[config.mk]
export PLATFORM = sky130hd
export DESIGN_NAME = sample_unpacker
export DESIGN_NICKNAME = d
export VERILOG_FILES = /design/src/rtl/sample_unpacker.sv
export SDC_FILE = /design/constraint.sdc
export NUM_CORES = 1
export LEC_CHECK = 0
export ABC_CLOCK_PERIOD_IN_PS = 6590
export CORE_UTILIZATION = 59
export DETAILED_ROUTE_END_ITERATION = 16
export PLACE_DENSITY = 0.86
export SLEW_MARGIN = 20
export SYNTH_ARGS = -nofsm -noshare
export SYNTH_HDL_FRONTEND = slang
export SYNTH_SLANG_ARGS = --single-unit
[constraint.sdc]
create_clock -name clk -period 6.59 [get_ports clk]
set_clock_uncertainty 0.2 [all_clocks]
set_input_delay 1.318 -clock clk [delete_from_list [all_inputs] [get_ports clk]]
set_output_delay 1.318 -clock clk [all_outputs]
set_load 0.05 [all_outputs]
[src/rtl/sample_unpacker.sv]
// Unpacks fixed-width words from a show-ahead source into a continuous stream
// of SAMPLE_WIDTH-bit samples, with halt/flush control and underrun tracking.
module sample_unpacker #(
    parameter int WORD_WIDTH   = 16,
    parameter int SAMPLE_WIDTH = 3,
    parameter int MSB_FIRST    = 0,
    parameter int CNT_WIDTH    = 16,
    localparam int BUF_W       = WORD_WIDTH + SAMPLE_WIDTH - 1,
    localparam int FILL_W      = $clog2(BUF_W + 1)
) (
    input  logic                    clk,
    input  logic                    reset_n,
    input  logic                    word_empty,
    input  logic [WORD_WIDTH-1:0]   word_data,
    output logic                    word_rd,
    input  logic                    halt,
    input  logic                    flush,
    output logic                    sample_valid,
    output logic [SAMPLE_WIDTH-1:0] sample_data,
    output logic [FILL_W-1:0]       fill_level,
    output logic                    streaming,
    output logic [CNT_WIDTH-1:0]    underrun_count
);

    localparam logic [FILL_W-1:0] SW_F = FILL_W'(SAMPLE_WIDTH);
    localparam logic [FILL_W-1:0] WW_F = FILL_W'(WORD_WIDTH);

    logic [BUF_W-1:0]        buffer;
    logic [BUF_W-1:0]        shifted;
    logic [BUF_W-1:0]        incoming;
    logic [BUF_W-1:0]        buffer_nxt;
    logic [WORD_WIDTH-1:0]   word_ord;
    logic [SAMPLE_WIDTH-1:0] sample_ord;
    logic [FILL_W-1:0]       rem;
    logic                    emit;

    // Buffer bit 0 is always the oldest stream bit, so MSB-first words are
    // reversed on entry and samples reversed again on exit.
    always_comb begin
        word_ord   = word_data;
        sample_ord = buffer[SAMPLE_WIDTH-1:0];
        if (MSB_FIRST != 0) begin
            for (int i = 0; i < WORD_WIDTH; i++) begin
                word_ord[i] = word_data[WORD_WIDTH-1-i];
            end
            for (int i = 0; i < SAMPLE_WIDTH; i++) begin
                sample_ord[i] = buffer[SAMPLE_WIDTH-1-i];
            end
        end
    end

    assign emit    = !flush && !halt && (fill_level >= SW_F);
    assign rem     = emit ? (fill_level - SW_F) : fill_level;
    // Pop on the post-emit remainder so the stream never bubbles.
    assign word_rd = reset_n && !flush && !halt && !word_empty && (rem < SW_F);

    always_comb begin
        shifted    = emit ? (buffer >> SAMPLE_WIDTH) : buffer;
        incoming   = BUF_W'(word_ord);
        buffer_nxt = word_rd ? (shifted | (incoming << rem)) : shifted;
    end

    always_ff @(posedge clk or negedge reset_n) begin
        if (!reset_n) begin
            buffer         <= '0;
            fill_level     <= '0;
            sample_valid   <= 1'b0;
            sample_data    <= '0;
            streaming      <= 1'b0;
            underrun_count <= '0;
        end else if (flush) begin
            buffer       <= '0;
            fill_level   <= '0;
            sample_valid <= 1'b0;
            streaming    <= 1'b0;
        end else if (halt) begin
            sample_valid <= 1'b0;
        end else begin
            buffer       <= buffer_nxt;
            fill_level   <= word_rd ? (rem + WW_F) : rem;
            sample_valid <= emit;
            if (emit) begin
                sample_data <= sample_ord;
                streaming   <= 1'b1;
            end else if (streaming && (underrun_count != '1)) begin
                underrun_count <= underrun_count + CNT_WIDTH'(1);
            end
        end
    end

endmodule

==> results_dict.tcl, run 1 <==
set metrics [dict create \
    ir_worst_vdd_v 0.0001468 \
    status "completed" \
    required_ns 5.07 \
    ys_warn_count 0 \
    hold_viol 0 \
    postSynthCellCount 353 \
    r2r_start "fill_level[0]" \
    yosysSeqAreaShare_pct 35.06 \
    root_buffer "clkbuf_8" \
    drv_cap 0 \
    diodes 0 \
    cts_tree "built" \
    worst_r2r_path_depth 8 \
    cp_max_fo 14 \
    grt_antenna_before_repair 0 \
    io_buffers 47 \
    fillers 387 \
    overflow 0 \
    maxSlewViolCount 0 \
    hold_depth 1 \
    cts_setup_buffers 0 \
    place_congestion 0.9576 \
    rsz0062_at_grt "false" \
    final_cell_mix "46 x clkdlybuf4s50_1, 44 x dfrtp_1, 31 x nand2_1, 31 x nor2_1, 20 x mux2i_1" \
    ant_nets 0 \
    end_kind "output pin" \
    max_slew_margin_pct 46.59 \
    viasPerCell 6.580 \
    drt_first_pass_iters 7 \
    cts_repair_resize_count 0 \
    initial_utilization_pct 61.49 \
    drive_above_1_share_pct 10.51 \
    period_needed_ns 5.883 \
    ys_types 62 \
    vias 3027 \
    syn_avg_cell_area_um2 8.897 \
    r2r_slack_ns 3.19 \
    fin_setup_tns_ns 0 \
    setup_violations 0 \
    cts_hold_buf 0 \
    grt_usage_pct 31.57 \
    grt_pass1_wl_um 13210 \
    post_drt_wl_per_cell_um 17.87 \
    period_share_pct 89.28 \
    arrival_ns 4.37 \
    leakage_nw 1.553 \
    final_common_cell "clkdlybuf4s50_1" \
    whs_ns 0.2939 \
    clock.fmax_mhz 170.0 \
    nNetsFinal 413 \
    syn-num-nets 376 \
    drtIter0Drc 244 \
    hold_end "underrun_count[15]" \
    rows 26 \
    drt-total-wl_um 8218 \
    synth_ff_type "dfrtp_1" \
    grt_max_degree 45 \
    min_path_type "register to register" \
    dieHeight_um 74.96 \
    power_density_nw_per_um2 192.9 \
    area.growth.synth_to_final_pct 19.48 \
    layout.cells.non_filler 460 \
    finalPower_uw 723.7 \
    core-area_um2 5107 \
    startpoint_type "primary input" \
    cts_sinks 44 \
    dp_cells 453 \
    drc_errors 0 \
    cts.path.max_buffers 2 \
    cts_buffers 5 \
    hpwl_um 5871 \
    r2r_end "buffer[16]" \
    clk-insertion-delay-late_ns 0.30 \
    dieArea_um2 5619 \
    grt_pass1_vias 2691 \
    worstSetupPathType "primary input to output pin" \
    ioPinCount 48 \
    synth-seq-cells 44 \
    worst_pin_slew_ns 0.7995 \
    die_w_um 74.96 \
    htreeDepth 2 \
    async_reset_ff_share_pct 100.0 \
    clk_pin_slew_worst_paths_ns 0.08 \
    min_from "underrun_count[15]" \
    synth_edf_count 0 \
    synth_area_um2 3141 \
]
## state kept, by name, indices dropped and copies added (netlist names)
name	cells
buffer	18
fill_level	5
sample_data	3
sample_valid	1
streaming	1
underrun_count	16
## worst max-delay path: stages
cell and delay [ns]:
clkdlybuf4s50_1 0.67, or2_1 0.36, or4b_1 0.48, o31a_1 0.16, a21oi_4 0.26, nand2_4 0.13, clkinv_2 0.15, clkdlybuf4s50_1 0.82
## layer usage
layer | share of wire (%) | up-vias | track usage, %
li1 | - | 1399 | -
met1 | 43 | 1450 | 42.64
met2 | 47 | 151 | 50.75
met3 | 7.2 | 27 | 5.087
met4 | 2.8 | 0 | 12.79
met5 | 0 | - | 0
## final cells by class
| cell class | count | area [um^2] | share of cell area [%] |
|---|---|---|---|
| clock inverter | 2 | 60.06 | 1.601 |
| timing repair buffer | 54 | 518.0 | 13.80 |
| clock buffer | 5 | 68.82 | 1.834 |
| sequential | 44 | 1101 | 29.34 |
| multi-input combinational | 268 | 1852 | 49.35 |
| tap | 70 | 87.58 | 2.334 |
| inverter | 17 | 65.06 | 1.734 |
## kinds of logic (layout without fill, tap and decap cells)
kind of cell	Yosys count	after routing	share of synthesized area, %
AO/OA/AOI/OAI	106	106	26.18
adder cells (fa/ha/maj)	2	2	0.7967
multiplexers	29	29	9.602
AND/OR/NAND/NOR	116	116	18.21
buffers and inverters	41	78	5.976
flip-flops	44	44	35.06
XOR/XNOR	15	15	4.183
## synth_stat cells, types with 5 or more instances
| library cell | instances | area share (%) |
|---|---|---|
| a211oi_1 | 7 | 1.7 |
| a21oi_1 | 13 | 2.1 |
| buf_2 | 8 | 1.3 |
| clkbuf_1 | 11 | 1.3 |
| dfrtp_1 | 44 | 35 |
| inv_1 | 16 | 1.9 |
| mux2_2 | 9 | 3.2 |
| mux2i_1 | 20 | 6.4 |
| nand2_1 | 31 | 3.7 |
| nand3_1 | 9 | 1.4 |
| nor2_1 | 31 | 3.7 |
| nor3_1 | 15 | 2.4 |
| o211ai_1 | 7 | 1.7 |
| o21ai_0 | 16 | 2.5 |
| o221ai_1 | 11 | 3.1 |
| or3_1 | 7 | 1.4 |
| xnor2_1 | 5 | 1.4 |
| xor2_1 | 10 | 2.8 |
## where the power goes
part / switching (mW) / leakage (nW) / total (mW) / internal, mW
Sequential: 0.0131 / 0.597 / 0.296 / 0.283
Combinational: 0.115 / 0.892 / 0.187 / 0.0718
Clock: 0.0916 / 0.0642 / 0.241 / 0.149
Total: 0.220 / 1.55 / 0.724 / 0.504
## worst max-delay path by stage
stage | from | endpoint | slack, ns
floorplan | flush | word_rd | 2.12
global placement | halt | word_rd | 0.86
detailed placement | halt | word_rd | 0.75
CTS | halt | word_rd | 0.74
global route | halt | word_rd | 0.58
finish | halt | word_rd | 0.71
## metrics by stage
| stage | setup slack, ns | utilization (%) | cell area (um^2) |
|---|---|---|---|
| final | 0.7066 | 73.47 | 3752 |
| after global routing | 0.5766 | 73.47 | 3752 |
| after CTS | 0.7413 | 73.47 | 3752 |
| after detailed placement | 0.7538 | 70.95 | 3623 |
| after global placement | 0.8571 | 70.95 | 3623 |
| after floorplan | 2.122 | - | 3141 |
Power figures use the tool's default switching activity.
==> run 2, diff against run 1 <==
--- a/config.mk
+++ b/config.mk
@@ -5,10 +5,10 @@
 export SDC_FILE = /design/constraint.sdc
 export NUM_CORES = 1
 export LEC_CHECK = 0
-export ABC_CLOCK_PERIOD_IN_PS = 6590
 export CORE_UTILIZATION = 59
 export DETAILED_ROUTE_END_ITERATION = 16
 export PLACE_DENSITY = 0.86
+export SKIP_LAST_GASP = 1
 export SLEW_MARGIN = 20
 export SYNTH_ARGS = -nofsm -noshare
 export SYNTH_HDL_FRONTEND = slang
==> results of run 2 <==
Final layout, timing and power as in run 1 (identical DEF).
